## config.mk

```make
export PLATFORM = sky130hd
export DESIGN_NAME = dist_ram_fifo_ctrl
export DESIGN_NICKNAME = d
export VERILOG_FILES = /design/src/rtl/dist_ram_fifo_ctrl.sv
export SDC_FILE = /design/constraint.sdc
export NUM_CORES = 1
export LEC_CHECK = 0
export CAP_MARGIN = 10
export CORE_MARGIN = 2
export CORE_UTILIZATION = 30
export CTS_BUF_LIST = sky130_fd_sc_hd__clkbuf_16
export CTS_CLUSTER_SIZE = 14
export DETAILED_ROUTE_END_ITERATION = 10
export DONT_BUFFER_PORTS = 1
export PLACE_DENSITY = 0.53
export SLEW_MARGIN = 5
export SYNTH_ARGS = -nofsm -noshare
export SYNTH_HDL_FRONTEND = slang
export SYNTH_SLANG_ARGS = --single-unit
```

## constraint.sdc

```tcl
create_clock -name clk -period 5.3 [get_ports clk]
set_input_delay 1.06 -clock clk [delete_from_list [all_inputs] [get_ports clk]]
set_output_delay 1.06 -clock clk [all_outputs]
set_load 0.01 [all_outputs]
```

## src/rtl/dist_ram_fifo_ctrl.sv

```systemverilog
// First-word-fall-through FIFO controller around an external simple dual-port
// distributed RAM (sync write, async read) with a registered output stage.
//
// Handshake: a word moves on a side only in a cycle where valid and ready are
// both high at the rising edge; valid never waits on ready, and a valid word
// with its data stays stable until it is taken.
module dist_ram_fifo_ctrl #(
  parameter int WIDTH      = 64,
  parameter int ADDR_WIDTH = 6,
  parameter int DEPTH      = 1 << ADDR_WIDTH,
  parameter int AFULL_THR  = DEPTH - 4
) (
  input  logic                  clk,
  input  logic                  rst_n,
  input  logic                  in_valid,
  input  logic [WIDTH-1:0]      in_data,
  output logic                  in_ready,
  output logic                  out_valid,
  output logic [WIDTH-1:0]      out_data,
  input  logic                  out_ready,
  output logic                  almost_full,
  output logic [ADDR_WIDTH:0]   count,
  output logic                  ram_wr_en,
  output logic [ADDR_WIDTH-1:0] ram_addr_a,
  output logic [WIDTH-1:0]      ram_d_in,
  output logic [ADDR_WIDTH-1:0] ram_addr_b,
  input  logic [WIDTH-1:0]      ram_d_out
);

  localparam logic [ADDR_WIDTH:0] AFULL_THR_C = (ADDR_WIDTH + 1)'(AFULL_THR);

  logic [ADDR_WIDTH:0] wr_ptr_q, wr_ptr_d;
  logic [ADDR_WIDTH:0] rd_ptr_q, rd_ptr_d;
  logic                out_valid_q, out_valid_d;
  logic [WIDTH-1:0]    out_data_q, out_data_d;

  logic [ADDR_WIDTH:0] ram_count;
  logic                ram_empty;
  logic                ram_full;
  logic                push;
  logic                load;

  // Pointer MSB is a wrap flag so full and empty are distinguishable.
  assign ram_count = wr_ptr_q - rd_ptr_q;
  assign ram_empty = (wr_ptr_q == rd_ptr_q);
  assign ram_full  = (wr_ptr_q[ADDR_WIDTH-1:0] == rd_ptr_q[ADDR_WIDTH-1:0]) &&
                     (wr_ptr_q[ADDR_WIDTH] != rd_ptr_q[ADDR_WIDTH]);

  assign in_ready = !ram_full;
  assign push     = in_valid && in_ready && rst_n;
  assign load     = !ram_empty && (!out_valid_q || out_ready);

  assign ram_wr_en   = push;
  assign ram_addr_a  = wr_ptr_q[ADDR_WIDTH-1:0];
  assign ram_d_in    = in_data;
  assign ram_addr_b  = rd_ptr_q[ADDR_WIDTH-1:0];

  assign out_valid   = out_valid_q;
  assign out_data    = out_data_q;
  assign count       = ram_count + {{ADDR_WIDTH{1'b0}}, out_valid_q};
  assign almost_full = (ram_count >= AFULL_THR_C);

  always_comb begin
    wr_ptr_d    = wr_ptr_q;
    rd_ptr_d    = rd_ptr_q;
    out_valid_d = out_valid_q;
    out_data_d  = out_data_q;
    if (push) begin
      wr_ptr_d = wr_ptr_q + 1'b1;
    end
    // Refill the output stage from the RAM head whenever it is free or draining.
    if (load) begin
      out_data_d  = ram_d_out;
      out_valid_d = 1'b1;
      rd_ptr_d    = rd_ptr_q + 1'b1;
    end else if (out_valid_q && out_ready) begin
      out_valid_d = 1'b0;
    end
  end

  always_ff @(posedge clk or negedge rst_n) begin
    if (!rst_n) begin
      wr_ptr_q    <= '0;
      rd_ptr_q    <= '0;
      out_valid_q <= 1'b0;
      out_data_q  <= '0;
    end else begin
      wr_ptr_q    <= wr_ptr_d;
      rd_ptr_q    <= rd_ptr_d;
      out_valid_q <= out_valid_d;
      out_data_q  <= out_data_d;
    end
  end

endmodule

```

==> PnR_summary.wiki <==
{| class="wikitable"
! Metric !! Value
|-
| DRC violation count after routing || 0
|-
| Initial core utilization || 0.3059
|-
| Antenna-violating nets left || 0
|-
| Global Route Usage Sum || 0.1251
|-
| Number of storage elements in the synthesis netlist || 79
|-
| Fraction of the cycle the final worst path needs || 0.7246
|-
| Distinct cell type count of the synthesized netlist || 33
|-
| WL per Instance || 15.21 µm
|-
| Share of layout cells above drive strength 1 || 0.05469
|-
| Worst IR drop on VDD || slightly below 0.0002 V
|-
| Combinational Power Share || 0.367
|-
| Avg Cell Area, Syn || 8.830 µm²
|-
| Register-to-Register Path Depth || 8
|-
| Global-route wire length before repair || 13990 µm
|-
| 1st-iter DRT viols || 131
|-
| Clock transition at path regs || 0.06 ns
|-
| Hold Crit Class || input port to asynchronous set/reset pin
|-
| Outcome || complete, no violations
|-
| Io pins || 283
|-
| Die outline height || 120.0 µm
|-
| CP max FO || 5
|-
| Die ar. || 0.01439 mm²
|-
| Master cell of the clock root buffer || clkbuf_16
|-
| Number of gates resized after CTS || 0
|-
| Post-detailed-placement half-perimeter wirelength || 6172 µm
|-
| Number of slew-limit violations in the final report || 0
|-
| Final number of hold-violating endpoints || 0
|-
| Total Negative Setup Slacks || 0 ns
|-
| Finished Core Util || 0.2975
|-
| Switching part of the total || 0.4358
|-
| Initial antenna violation count || 0
|-
| Worst setup slack for register-to-register paths || approximately 2.4 ns
|-
| Worst-Skew Late Latency || roughly 0.34 ns
|-
| Finished layout cell area || 0.003924 mm²
|-
| Crit path arrival time || 2.78 ns
|-
| Number of buffers inserted for hold repair after clock tree synthesis || 0
|-
| Number of buffers created by CTS || 9
|-
| Time the worst path needs with I/O delays and setup || slightly below 4 ns
|-
| Type of the setup path with the least slack || register to output port
|-
| CTS H-tree lvls || 3
|-
| Maximum clock skew at final layout || 0.003735 ns
|-
| Placement row count || 42
|-
| Part of the power in the clock network || 0.215
|-
| Number of detailed-route iterations in the first pass || 4
|-
| Pin count of the biggest net entering global routing || 81
|-
| TritonCTS clock tree || yes
|-
| Startpoint type of the worst setup path || register
|-
| Unrepaired setup endpoints after global routing || no
|-
| Seq/Total Area, Yosys || 0.4899
|-
| Worst flop-to-flop path endpoint || out_data[23]
|-
| Maximum root-to-sink buffer count || 2
|-
| Synth Warn # || 0
|-
| Final count of negative-setup-slack endpoints || 0
|-
| Synthesized area || 0.004035 mm²
|-
| Slew at the pin closest to its max-slew limit || 0.7451 ns
|-
| Number of nets at the end of the flow || 522
|-
| Synthesized net count || 600
|-
| Part of the total power dissipated in sequential elements || 0.418
|-
| Sinks on Clock Net || 79
|-
| Sw Pwr || roughly 1200 µW
|-
| Weighted congestion at the end of routability-driven global placement || 0.8332
|-
| Overflow after GRT || 0
|-
| Worst slew slack as a fraction of its limit || 0.5021
|-
| Static power due to leakage || 0.001962 µW
|-
| Req. time, crit path || 4.24 ns
|-
| Detailed-route vias per instance || 4.529
|-
| Worst reg2reg startpoint || rd_ptr_q[2]
|-
| Number of standard cells after synthesis || 457
|-
| Number of vias in the routed layout || 2536
|-
| Max Cap Viol || 0
|-
| Port buffer count || 0
|-
| Via count of the first global-routing pass || 2810
|-
| Core footprint || 0.01319 mm²
|-
| Die Width || 120.0 µm
|-
| Placed cell area || 0.003635 mm²
|-
| Setup Buffers After CTS || 0
|-
| Kind of end point of the critical path || output port
|-
| Final Routed Wirelength || 8518 µm
|-
| Post-synthesis to final-layout area growth || -2.760%
|-
| Maximum frequency from static timing analysis || 0.2604 GHz
|-
| Number of antenna diodes || 0
|-
| Areal power density over the cells || 712.1 mW/mm²
|-
| Int Pwr || 1576 µW
|}
-- worst max-delay path, stage by stage (launching register included) --
cell and delay (ns):
dfrtp_1 0.46, inv_1 0.14, ha_1 0.17, inv_1 0.05, fa_1 0.41, a211oi_1 0.39, nor2_1 0.11, nor2_1 0.26
nand4_1 0.16, xnor2_1 0.29
-- Yosys cell counts (all sizes together) --
master | count | area, µm²
a41o | 1 | 10.01
o21bai | 1 | 7.510
nand4 | 10 | 62.56
and2 | 1 | 6.260
mux2 | 1 | 15.01
o311ai | 1 | 8.760
o21ai | 3 | 15.01
or3 | 1 | 11.26
buf | 84 | 616.8
nor2b | 2 | 12.51
nor3b | 1 | 7.510
xor2 | 4 | 35.03
inv | 10 | 37.54
nand2 | 198 | 743.2
nand3 | 2 | 10.01
a21oi | 3 | 15.01
a211oi | 1 | 7.510
ha | 10 | 125.1
or2 | 1 | 6.260
fa | 1 | 20.02
nor2 | 6 | 22.52
a2111o | 1 | 11.26
dfrtp | 79 | 1977
nor3 | 3 | 15.01
clkbuf | 7 | 26.28
o21a | 1 | 7.510
a221oi | 1 | 8.760
xnor2 | 18 | 157.7
and3 | 2 | 17.52
nand2b | 3 | 18.77
-- power groups by stage --
stage	clock, µW	combinational, µW	sequential (µW)
after floorplan	0	990	1080
after global placement	0	989	1180
after detailed placement	0	1040	1180
after CTS	624	1040	1180
after global routing	656	1180	1200
final	601	1030	1170
-- logic make-up after synthesis --
group           share of synthesized area
flops                              0.4899
simple gates                       0.2313
fa+ha+maj                         0.03597
compound gates                    0.02264
mux                              0.003720
buf+inv                            0.1687
xor+xnor                          0.04775
-- area by class of cell --
cell class	count	area, µm²
Clock buffer	9	225.2
Fill cell	1410	9266
Tap cell	176	220.2
Inverter	10	37.54
Timing Repair Buffer	2	15.01
Clock inverter	7	63.81
Sequential cell	79	1977
Multi-Input combinational cell	277	1385
-- per-stage QoR --
step / power (µW) / hold slack, ns / setup slack, ns / cells
after detailed placement: 2220 / 0.5327 / 1.829 / 544
after global routing: 3037 / 0.3902 / 1.196 / 560
after global placement: 2169 / 0.5307 / 1.927 / 544
after CTS: 2840 / 0.3929 / 1.426 / 560
final: 2794 / 0.4151 / 1.459 / 560
after floorplan: 2075 / 0.4677 / 2.169 / 457
-- how the worst max path moves through the flow --
| stage | slack (ns) | start | endpoint | cells past startpoint |
|---|---|---|---|---|
| after floorplan | 2.17 | wr_ptr_q[0] | count[5] | 9 |
| after global placement | 1.93 | wr_ptr_q[0] | count[5] | 9 |
| after detailed placement | 1.83 | wr_ptr_q[0] | count[5] | 9 |
| after CTS | 1.43 | wr_ptr_q[0] | count[5] | 9 |
| after global routing | 1.20 | rd_ptr_q[2] | count[6] | 7 |
| final | 1.46 | wr_ptr_q[0] | count[5] | 9 |
-- routing by layer --
layer,wire [µm],up-vias,GRT usage
li1,-,1190,-
met1,3290,1190,0.1336
met2,4124,122,0.2013
met3,785,34,0.05276
met4,319,0,0.08309
met5,0,-,0
-- layout by cell type, fill, tap and decap left out, types with 2 or more instances in the layout --
cell,instances
buf_4,2
nand2b_1,3
nand3_1,2
ha_1,10
clkinv_2,2
nor3_1,3
dfrtp_1,79
xor2_1,4
inv_1,11
nand2_1,198
nand4_1,10
clkbuf_16,9
o21ai_0,3
xnor2_1,18
nor2_1,5
nor2b_1,2
a21oi_1,3
-- registers in the layout, indices dropped and copies added, names as in the netlist --
name	flops
out_data	64
out_valid	1
rd_ptr_q	7
wr_ptr_q	7
Note: power is estimated with default switching activity, not from simulation.
